`src/rtl/lb_sched_if.sv`:
```
// lb_sched_if: bus bundle between the row scheduler, the pixel source,
// the three line-buffer write ports and the 3x3 convolution engine.
//   pixel stream : pix_valid, pix_data -> ; <- pix_ready
//   lb write     : lb_wr_en (one-hot LB1..LB3), lb_wr_addr, lb_wr_data
//   engine       : conv_data_valid, conv_k -> ; <- conv_ready, conv_rd_addr
// master = scheduler side, slave = source/buffers/engine side.
interface lb_sched_if;
  logic       pix_valid;
  logic [7:0] pix_data;
  logic       pix_ready;
  logic [2:0] lb_wr_en;
  logic [6:0] lb_wr_addr;
  logic [7:0] lb_wr_data;
  logic       conv_data_valid;
  logic [1:0] conv_k;
  logic       conv_ready;
  logic [6:0] conv_rd_addr;

  modport master (
    input  pix_valid, pix_data, conv_ready, conv_rd_addr,
    output pix_ready, lb_wr_en, lb_wr_addr, lb_wr_data, conv_data_valid, conv_k
  );
  modport slave (
    output pix_valid, pix_data, conv_ready, conv_rd_addr,
    input  pix_ready, lb_wr_en, lb_wr_addr, lb_wr_data, conv_data_valid, conv_k
  );
endinterface

```
`src/rtl/lb_sched.sv`:
```
// lb_sched: row scheduler for the 3x3 convolution engine.
// Writes a raster pixel stream round-robin into three line buffers and,
// once three rows are resident, launches one engine row pass per new row.
// Ports:
//   clk, rst    clock, synchronous active-high reset
//   start       frame start pulse (honoured only when idle)
//   bus         lb_sched_if.master: pixel stream, line-buffer writes, engine
//   busy        high whenever not idle (registered)
//   frame_done  one-cycle pulse after the last row pass (registered)
module lb_sched #(
  parameter int IMG_W    = 100,
  parameter int IMG_H    = 100,
  parameter int LAST_COL = IMG_W - 3
) (
  input  logic        clk,
  input  logic        rst,
  input  logic        start,
  lb_sched_if.master  bus,
  output logic        busy,
  output logic        frame_done
);
  localparam int RW = $clog2(IMG_H + 1);

  localparam logic [2:0] S_IDLE   = 3'd0;
  localparam logic [2:0] S_FILL   = 3'd1;
  localparam logic [2:0] S_LAUNCH = 3'd2;
  localparam logic [2:0] S_RUN    = 3'd3;
  localparam logic [2:0] S_DONE   = 3'd4;

  logic [2:0]    state, state_nxt;
  logic [6:0]    col;
  logic [1:0]    wsel, k;
  logic [RW-1:0] rows;
  logic          cdv_q;
  logic [1:0]    ck_q;
  logic          accept, row_end, pass_end;

  // Gating with rst keeps the reset cycle free of accepts and writes even
  // though state still shows FILL until the reset edge.
  assign bus.pix_ready  = (state == S_FILL) && !rst;
  assign accept         = bus.pix_valid && bus.pix_ready;
  assign row_end        = accept && (col == 7'(IMG_W - 1));
  // Only RUN looks at the read address: in LAUNCH it is stale from the
  // previous pass and must not end the new one.
  assign pass_end       = (state == S_RUN) && (bus.conv_rd_addr == 7'(LAST_COL));

  assign bus.lb_wr_en   = accept ? (3'b001 << wsel) : 3'b000;
  assign bus.lb_wr_addr = col;
  assign bus.lb_wr_data = bus.pix_data;

  assign bus.conv_data_valid = cdv_q;
  assign bus.conv_k          = ck_q;

  always_comb begin
    state_nxt = state;
    case (state)
      S_IDLE:   if (start) state_nxt = S_FILL;
      S_FILL:   if (row_end && (int'(rows) + 1 >= 3)) state_nxt = S_LAUNCH;
      S_LAUNCH: if (!bus.conv_ready) state_nxt = S_RUN;
      S_RUN:    if (pass_end) state_nxt = (rows == RW'(IMG_H)) ? S_DONE : S_FILL;
      S_DONE:   state_nxt = S_IDLE;
      default:  state_nxt = S_IDLE;
    endcase
  end

  always_ff @(posedge clk) begin
    if (rst) begin
      state      <= S_IDLE;
      col        <= '0;
      wsel       <= '0;
      rows       <= '0;
      k          <= '0;
      cdv_q      <= 1'b0;
      ck_q       <= '0;
      busy       <= 1'b0;
      frame_done <= 1'b0;
    end else begin
      state      <= state_nxt;
      // Valid rises entering LAUNCH and drops on the very edge RUN sees
      // LAST_COL, so the engine samples 0 when it goes back to idle.
      cdv_q      <= (state_nxt == S_LAUNCH) || (state_nxt == S_RUN);
      busy       <= (state_nxt != S_IDLE);
      frame_done <= (state_nxt == S_DONE);
      // One cycle behind k: k only moves on RUN exit, so conv_k stays
      // constant for the whole time valid is high.
      ck_q       <= k;

      if (state == S_IDLE && start) begin
        col  <= '0;
        wsel <= '0;
        rows <= '0;
        k    <= '0;
      end

      if (accept) begin
        if (row_end) begin
          col  <= '0;
          wsel <= (wsel == 2'd2) ? 2'd0 : wsel + 2'd1;
          rows <= rows + RW'(1);
        end else begin
          col  <= col + 7'd1;
        end
      end

      if (pass_end) k <= (k == 2'd2) ? 2'd0 : k + 2'd1;
    end
  end
endmodule

```
`src/flat_wrapper.sv`:
```
// flat-port wrapper written by rule: the top's interface ports become plain ports
module lb_sched_flat 
#(
  parameter int IMG_W    = 100,
  parameter int IMG_H    = 100,
  parameter int LAST_COL = IMG_W - 3
)
  (clk, rst, start, busy, frame_done, bus_pix_valid, bus_pix_data, bus_conv_ready, bus_conv_rd_addr, bus_pix_ready, bus_lb_wr_en, bus_lb_wr_addr, bus_lb_wr_data, bus_conv_data_valid, bus_conv_k);
  lb_sched_if bus_i ();
  input  logic clk;
  input  logic rst;
  input  logic start;
  output logic busy;
  output logic frame_done;
  input wire logic [$bits(bus_i.pix_valid)-1:0] bus_pix_valid;
  input wire logic [$bits(bus_i.pix_data)-1:0] bus_pix_data;
  input wire logic [$bits(bus_i.conv_ready)-1:0] bus_conv_ready;
  input wire logic [$bits(bus_i.conv_rd_addr)-1:0] bus_conv_rd_addr;
  output wire logic [$bits(bus_i.pix_ready)-1:0] bus_pix_ready;
  output wire logic [$bits(bus_i.lb_wr_en)-1:0] bus_lb_wr_en;
  output wire logic [$bits(bus_i.lb_wr_addr)-1:0] bus_lb_wr_addr;
  output wire logic [$bits(bus_i.lb_wr_data)-1:0] bus_lb_wr_data;
  output wire logic [$bits(bus_i.conv_data_valid)-1:0] bus_conv_data_valid;
  output wire logic [$bits(bus_i.conv_k)-1:0] bus_conv_k;
  assign bus_i.pix_valid = bus_pix_valid;
  assign bus_i.pix_data = bus_pix_data;
  assign bus_i.conv_ready = bus_conv_ready;
  assign bus_i.conv_rd_addr = bus_conv_rd_addr;
  assign bus_pix_ready = bus_i.pix_ready;
  assign bus_lb_wr_en = bus_i.lb_wr_en;
  assign bus_lb_wr_addr = bus_i.lb_wr_addr;
  assign bus_lb_wr_data = bus_i.lb_wr_data;
  assign bus_conv_data_valid = bus_i.conv_data_valid;
  assign bus_conv_k = bus_i.conv_k;
  lb_sched #(.IMG_W(IMG_W), .IMG_H(IMG_H), .LAST_COL(LAST_COL)) u_core (.clk(clk), .rst(rst), .start(start), .bus(bus_i), .busy(busy), .frame_done(frame_done));
endmodule
```
`config.mk`:
```
export PLATFORM = sky130hd
export DESIGN_NAME = lb_sched_flat
export DESIGN_NICKNAME = d
export VERILOG_FILES = /design/src/rtl/lb_sched_if.sv /design/src/rtl/lb_sched.sv /design/src/flat_wrapper.sv
export SDC_FILE = /design/constraint.sdc
export NUM_CORES = 1
export LEC_CHECK = 0
export CORE_MARGIN = 10
export CORE_UTILIZATION = 40
export DETAILED_ROUTE_END_ITERATION = 8
export PLACE_DENSITY = 0.8
export SYNTH_ARGS = -nofsm -noshare
export SYNTH_HDL_FRONTEND = slang
export SYNTH_SLANG_ARGS = --single-unit
```
`constraint.sdc`:
```
create_clock -name clk -period 1.9 [get_ports clk]
set_input_delay 0.38 -clock clk [delete_from_list [all_inputs] [get_ports clk]]
set_output_delay 0.38 -clock clk [all_outputs]
set_load 0.01 [all_outputs]
```
==> results of run 1 <==
## path summary, 6_finish.rpt
| kind | slack (ns) | end | cells past startpoint |
|---|---|---|---|
| setup / recovery | 0.08 | bus_lb_wr_en[1] | 5 |
| setup reg to reg | 0.13 | u_core.bus.lb_wr_addr[2] | 6 |
| hold / removal | 0.51 | u_core.bus.conv_k[1] | 1 |
| hold reg to reg | 0.51 | u_core.bus.conv_k[1] | 1 |
## flip-flops by register name (all words and copies together) (netlist names)
signal / count
u_core.bus.conv_data_valid: 1
u_core.bus.conv_k: 2
u_core.bus.lb_wr_addr: 7
u_core.busy: 1
u_core.frame_done: 1
u_core.k: 2
u_core.rows: 7
u_core.state: 3
u_core.wsel: 2
## logic make-up after synthesis
| logic type | after synthesis | share of synthesized area |
|---|---|---|
| and+or+nand+nor | 75 | 0.319 |
| AOI/OAI and AO/OA | 38 | 0.181 |
| DFF | 26 | 0.374 |
| buffers and inverters | 20 | 0.0845 |
| adders and majority gates | 4 | 0.0359 |
| xor gates and xnor gates | 1 | 0.00629 |
## power by group through the flow
stage	sequential [mW]	combinational [mW]	clock, mW
2_1_floorplan	0.566	0.0633	0
3_3_place_gp	0.564	0.106	0
3_5_place_dp	0.564	0.107	0
4_1_cts	0.552	0.107	0.283
5_1_grt	0.552	0.117	0.310
6_report	0.551	0.106	0.274
## per-stage QoR
stage	worst slack [ns]	util	TNS (ns)	instances	total power [mW]
after floorplan	0.0230	-	0	164	0.629
after global placement	-0.505	0.522	-4.45	238	0.669
after detailed placement	-0.543	0.522	-4.94	238	0.671
after CTS	0.00266	0.531	0	242	0.942
after global routing	-0.00333	0.531	-0.00365	242	0.980
final	0.0792	0.531	0	242	0.931
## Yosys cell counts, drive strengths merged, types with 3 or more instances
master   n  share of area
dfxtp   26           0.37
a21oi   17          0.064
nor2    17          0.051
nand3   13          0.047
buf     12          0.061
nor3    10          0.036
nand2    7          0.019
or3      5          0.025
and3     4          0.018
clkbuf   4          0.013
ha       4          0.036
inv      4          0.011
nor2b    4          0.018
a211oi   3          0.016
a311oi   3          0.019
nor3b    3          0.016
o21ai    3          0.011
## repair_timing
action / in CTS / in global routing
endpoints found under the setup margin: 5 / 3
hold endpoints to repair: 0 / 0
resized for setup: 15 / 4
pin swaps: 3 / 1
## layout make-up
| class | instances | area, um^2 |
|---|---|---|
| repair buffers | 44 | 380 |
| flip-flops and latches | 26 | 523 |
| inverters | 4 | 15.0 |
| well taps | 46 | 57.6 |
| fillers | 328 | 1580 |
| multi-input cells | 118 | 772 |
| clock buffers | 4 | 36.3 |
## layer usage
layer | vias up | track usage | wire length (um)
met5 | - | 0 | 0
li1 | 656 | - | -
met2 | 35 | 0.178 | 1440
met1 | 585 | 0.125 | 1490
met4 | 0 | 0.0197 | 15
met3 | 2 | 0.0383 | 236
==> flow_summary_export.csv, run 1 <==
group,metric,value,unit
outcome,outcome,"complete, no violations",
run,drv_cap,0,
clock_network,path_clk_slew,0.13,ns
synthesis,yosys_register_bits,26,
sta,hold_ws,0.506,ns
worst_setup_path,critPathBufInv,2,
sta,tightest_slew,0.419,ns
synthesis,synth_flop_cell,"dfxtp_1",
worst_setup_path,crit_type,"input pin to output pin",
synthesis,synth_cells,164,
placement,port_buffers,27,
floorplanning,die_w,79.0,um
synthesis,seq_area_frac_synth,0.374,
floorplanning,rows,21,
synthesis,synth_edf_count,0,
drt,dr.pass1.iters,4,
clock_network,htreeDepth,1,
finish,design_area,1780,um^2
worst_setup_path,reg2reg_from,"u_core.state[2]",
power,power_frac_clock,0.294,
drt,drc_errors,0,
worst_setup_path,cp_top_family,"simple AND/OR/NAND/NOR gates",
global_routing,track_usage,0.105,
worst_hold_path,hold_start,"u_core.k[1]",
floorplanning,die_h,79.0,um
clock_network,cts.sinks,26,
worst_setup_path,worstPathCellList,"dlygate4sd2_1 > nor4b_4 > nand2_2 > nor3b_2 > buf_2",
finish,final_layout_size_suffix_gt1_frac,0.214,
drt,vias,1278,
drt,antenna_left,0,
power,p_int,0.725,mW
finish,fin_nets,221,
sta,setup_violations,0,
worst_setup_path,critPathArrivalTime,1.44,ns
power,switching_share,0.221,
worst_setup_path,slowest_delay,0.31,ns
synthesis,synth_warnings,0,
clock_network,worstSkewPairLatency,0.32,ns
clock_network,cts_buffer_depth,2,
synthesis,synth_fp_nets,188,
sta,clock-skew-final,0.00557,ns
sta,final-max-slew-violation-count,0,
placement,hpwlAfterDp,2420,um
placement,gp_congestion,0.833,
synthesis,syn_avg_cell_area,8.49,um^2
worst_setup_path,cpMaxStageDelayCell,"nor4b_4",
synthesis,syn_area,1390,um^2
power,power.leakage,0.685,nW
drt,vias_per_cell,5.28,
finish,area_delta_synth_final,28.1,%
clock_network,root_buffer,"clkbuf_4",
placement,placed_area,1760,um^2
global_routing,grt_max_degree,26,
power,ir_worst_vdd,283,uV
sta,fmax,549,MHz
worst_setup_path,crit_path_end_kind,"output pin",
sta,rsz0062_at_grt,"yes",
worst_setup_path,critPathRequiredTime,1.52,ns
drt,drt_iter0_drc,54,
sta,hold_violations,0,
floorplanning,core,3360,um^2
power,switchingPower,0.206,mW
clock_network,cts_hold_buf,0,
power,p_seq_frac,0.592,
drt,wl,3180,um
clock_network,cts_tree,"built",
global_routing,grt_antenna_before_repair,0,
floorplanning,boundaryPins,44,
finish,n_antenna_cell,0,
global_routing,grt_overflow,0,
sta,finalCriticalPeriod,1.82,ns
sta,finalCritPeriodShare,0.958,
clock_network,cts_buffers,3,
synthesis,async_reset_ff_frac,0,
worst_setup_path,worstSetupStartpoint,"rst",
power,power_frac_comb,0.114,
finish,mostFrequentLayoutCell,"dfxtp_1",
finish,layout_common_cells,"24 x dfxtp_1, 22 x clkdlybuf4s50_1, 17 x buf_4, 16 x nor2_1, 16 x a21oi_1",
worst_setup_path,cp-start-kind,"input pin",
clock_network,postCtsSetupBuffers,0,
power,power.density,522,nW/um^2
worst_hold_path,min_path_type,"flip-flop to flip-flop",
global_routing,grt_pass1_vias,1233,
floorplanning,dieArea,6240,um^2
global_routing,grt_first_pass_wirelength,5600,um
sta,max_slew_margin,0.717,
drt,wl_per_cell,13.1,um
worst_setup_path,crit_fanout,4,
floorplanning,initial_utilization,0.414,
synthesis,synth.distinct_cells,45,
Note: power is estimated with default switching activity, not from simulation.
==> run 2, diff against run 1 <==
--- a/config.mk
+++ b/config.mk
@@ -5,10 +5,13 @@
 export SDC_FILE = /design/constraint.sdc
 export NUM_CORES = 1
 export LEC_CHECK = 0
+export ABC_CLOCK_PERIOD_IN_PS = 1900
+export CELL_PAD_IN_SITES_DETAIL_PLACEMENT = 2
+export CELL_PAD_IN_SITES_GLOBAL_PLACEMENT = 2
 export CORE_MARGIN = 10
-export CORE_UTILIZATION = 40
+export CORE_UTILIZATION = 26
 export DETAILED_ROUTE_END_ITERATION = 8
-export PLACE_DENSITY = 0.8
+export PLACE_DENSITY_LB_ADDON = 0.1
 export SYNTH_ARGS = -nofsm -noshare
 export SYNTH_HDL_FRONTEND = slang
 export SYNTH_SLANG_ARGS = --single-unit
==> flow_summary_export.csv, run 2 (synthesis results as in run 1) <==
group,metric,value,unit
sta,setup_violations,0,
finish,fin_util,0.366,
floorplanning,boundaryPins,44,
drt,antenna_left,0,
worst_setup_path,crit_fanout,4,
power,p_int,0.892,mW
worst_setup_path,r2r_cells,6,
floorplanning,rows,26,
sta,fin_tns_setup,0,ns
clock_network,worstSkewPairLatency,0.28,ns
clock_network,cts_tree,"built",
worst_setup_path,worstPathCellList,"clkdlybuf4s50_1 > or4b_4 > a21bo_2 > o21ai_0 > a22oi_1 > nor2_1",
finish,fin_nets,224,
global_routing,grt_first_pass_wirelength,7770,um
sta,final-max-slew-violation-count,0,
finish,final_layout_size_suffix_gt1_frac,0.236,
drt,vias,1342,
worst_setup_path,r2r_setup_slack,0.14,ns
power,power.density,609,nW/um^2
clock_network,cts_hold_buf,0,
worst_setup_path,cp_top_family,"simple AND/OR/NAND/NOR gates",
drt,drt_iter0_drc,32,
worst_hold_path,min_path_type,"flip-flop to flip-flop",
finish,regArea,523,um^2
clock_network,cts_buffers,3,
worst_setup_path,crit_path_end_kind,"flip-flop",
placement,gp_congestion,0.792,
sta,finalCritPeriodShare,0.945,
floorplanning,die_w,93.2,um
worst_setup_path,reg2reg_from,"u_core.state[2]",
worst_hold_path,hold_start,"u_core.k[0]",
global_routing,grt_antenna_before_repair,0,
drt,wl,4550,um
finish,mostFrequentLayoutCell,"dfxtp_1",
finish,n_antenna_cell,0,
worst_setup_path,crit_type,"input pin to flip-flop",
worst_setup_path,slowest_delay,0.50,ns
global_routing,track_usage,0.108,
drt,drc_errors,0,
sta,rsz0062_at_grt,"no",
sta,finalCriticalPeriod,1.80,ns
clock_network,cts_buffer_depth,2,
drt,wl_per_cell,16.9,um
floorplanning,initial_utilization,0.271,
power,power_frac_clock,0.419,
global_routing,grt_pass1_vias,1490,
finish,area_delta_synth_final,35.0,%
clock_network,cts.sinks,26,
floorplanning,die_h,93.2,um
placement,port_buffers,27,
drt,dr.pass1.iters,4,
global_routing,grt_overflow,0,
worst_setup_path,critPathRequiredTime,2.07,ns
worst_setup_path,critPathBufInv,1,
power,ir_worst_vdd,272,uV
power,p_seq_frac,0.481,
worst_setup_path,r2r-end,"u_core.bus.lb_wr_addr[2]",
sta,clock-skew-final,0.00211,ns
outcome,outcome,"complete, no violations",
finish,multi_input_area,779,um^2
worst_setup_path,cpMaxStageDelayCell,"or4b_4",
sta,fmax,557,MHz
worst_setup_path,critical_path_depth,6,
sta,hold_violations,0,
clock_network,path_clk_slew,0.10,ns
drt,vias_per_cell,4.99,
global_routing,grt_max_degree,26,
floorplanning,core,5140,um^2
clock_network,postCtsSetupBuffers,0,
finish,n_fill_cell,613,
worst_setup_path,cp-start-kind,"input pin",
finish,design_area,1880,um^2
power,power_frac_comb,0.099,
worst_hold_path,min_path_cells,2,
placement,placed_area,1810,um^2
sta,tightest_slew,0.363,ns
clock_network,root_buffer,"clkbuf_8",
power,power.leakage,0.706,nW
power,switchingPower,0.253,mW
clock_network,htreeDepth,1,
sta,max_slew_margin,0.755,
placement,hpwlAfterDp,3370,um
worst_hold_path,hold_path_end,"u_core.k[1]",
power,switching_share,0.221,
run,drv_cap,0,
floorplanning,dieArea,8680,um^2
finish,layout_common_cells,"24 x dfxtp_1, 22 x clkdlybuf4s50_1, 20 x buf_4, 16 x nor2_1, 16 x a21oi_1",
worst_setup_path,critPathArrivalTime,1.97,ns
## run 2: cell count changes in the layout (fill, tap and decap cells not counted), sizes merged
cell / before / now
clkbuf: 4 / 3
bufinv: 0 / 1
buf: 20 / 23
## run 2: what timing repair did
item	4_1_cts	5_1_grt
gates cloned	0	0
resized for setup	17	5
pin swaps	2	4
setup endpoints to repair	9	7
## run 2: tightest hold or removal path: stages (launching register included)
cell and delay (ns):
dfxtp_1 0.35, nand2_1 0.06, a21oi_1 0.06
## run 2: per-stage QoR
stage | total power [mW] | setup WS (ns) | instances | hold WS (ns)
finish | 1.14 | 0.104 | 269 | 0.512
global route | 1.20 | 0.00871 | 269 | 0.537
CTS | 1.15 | 0.0369 | 269 | 0.513
detailed placement | 0.678 | -0.586 | 265 | 0.498
global placement | 0.674 | -0.544 | 265 | 0.476
floorplan | 0.629 | 0.0230 | 164 | 0.459
## run 2: area by class of cell
class	instances	share of cell area
clock inverter	1	0.0160
multi-input combinational	118	0.415
clock buffer	3	0.0220
sequential	26	0.278
timing repair buffer	47	0.214
inverter	4	0.00799
tap	70	0.0466
## run 2: power groups by stage
| stage | clock network, mW | registers, mW | logic [mW] |
|---|---|---|---|
| 2_1_floorplan | 0 | 0.566 | 0.0633 |
| 3_3_place_gp | 0 | 0.564 | 0.110 |
| 3_5_place_dp | 0 | 0.564 | 0.114 |
| 4_1_cts | 0.489 | 0.551 | 0.114 |
| 5_1_grt | 0.524 | 0.552 | 0.127 |
| 6_report | 0.480 | 0.551 | 0.114 |
## run 2: worst max-delay path by stage
| stage | from | slack, ns | to |
|---|---|---|---|
| 3_3_place_gp | rst | -0.54 | bus_lb_wr_en[1] |
| 2_1_floorplan | rst | 0.02 | bus_lb_wr_en[0] |
| 6_report | start | 0.10 | u_core.bus.lb_wr_addr[2] |
| 4_1_cts | rst | 0.04 | bus_lb_wr_en[1] |
| 5_1_grt | u_core.bus.lb_wr_addr[0] | 0.009 | u_core.rows[6] |
| 3_5_place_dp | rst | -0.59 | bus_lb_wr_en[0] |
## run 2: per-layer routing
| metal | global-route usage | routed length [um] | up-vias | part of all wire |
|---|---|---|---|---|
| met5 | 0 | 0 | - | 0 |
| met4 | 0.0386 | 81 | 0 | 0.018 |
| met3 | 0.0240 | 160 | 12 | 0.035 |
| met2 | 0.182 | 2230 | 27 | 0.49 |
| met1 | 0.131 | 2070 | 649 | 0.46 |
| li1 | - | - | 654 | - |
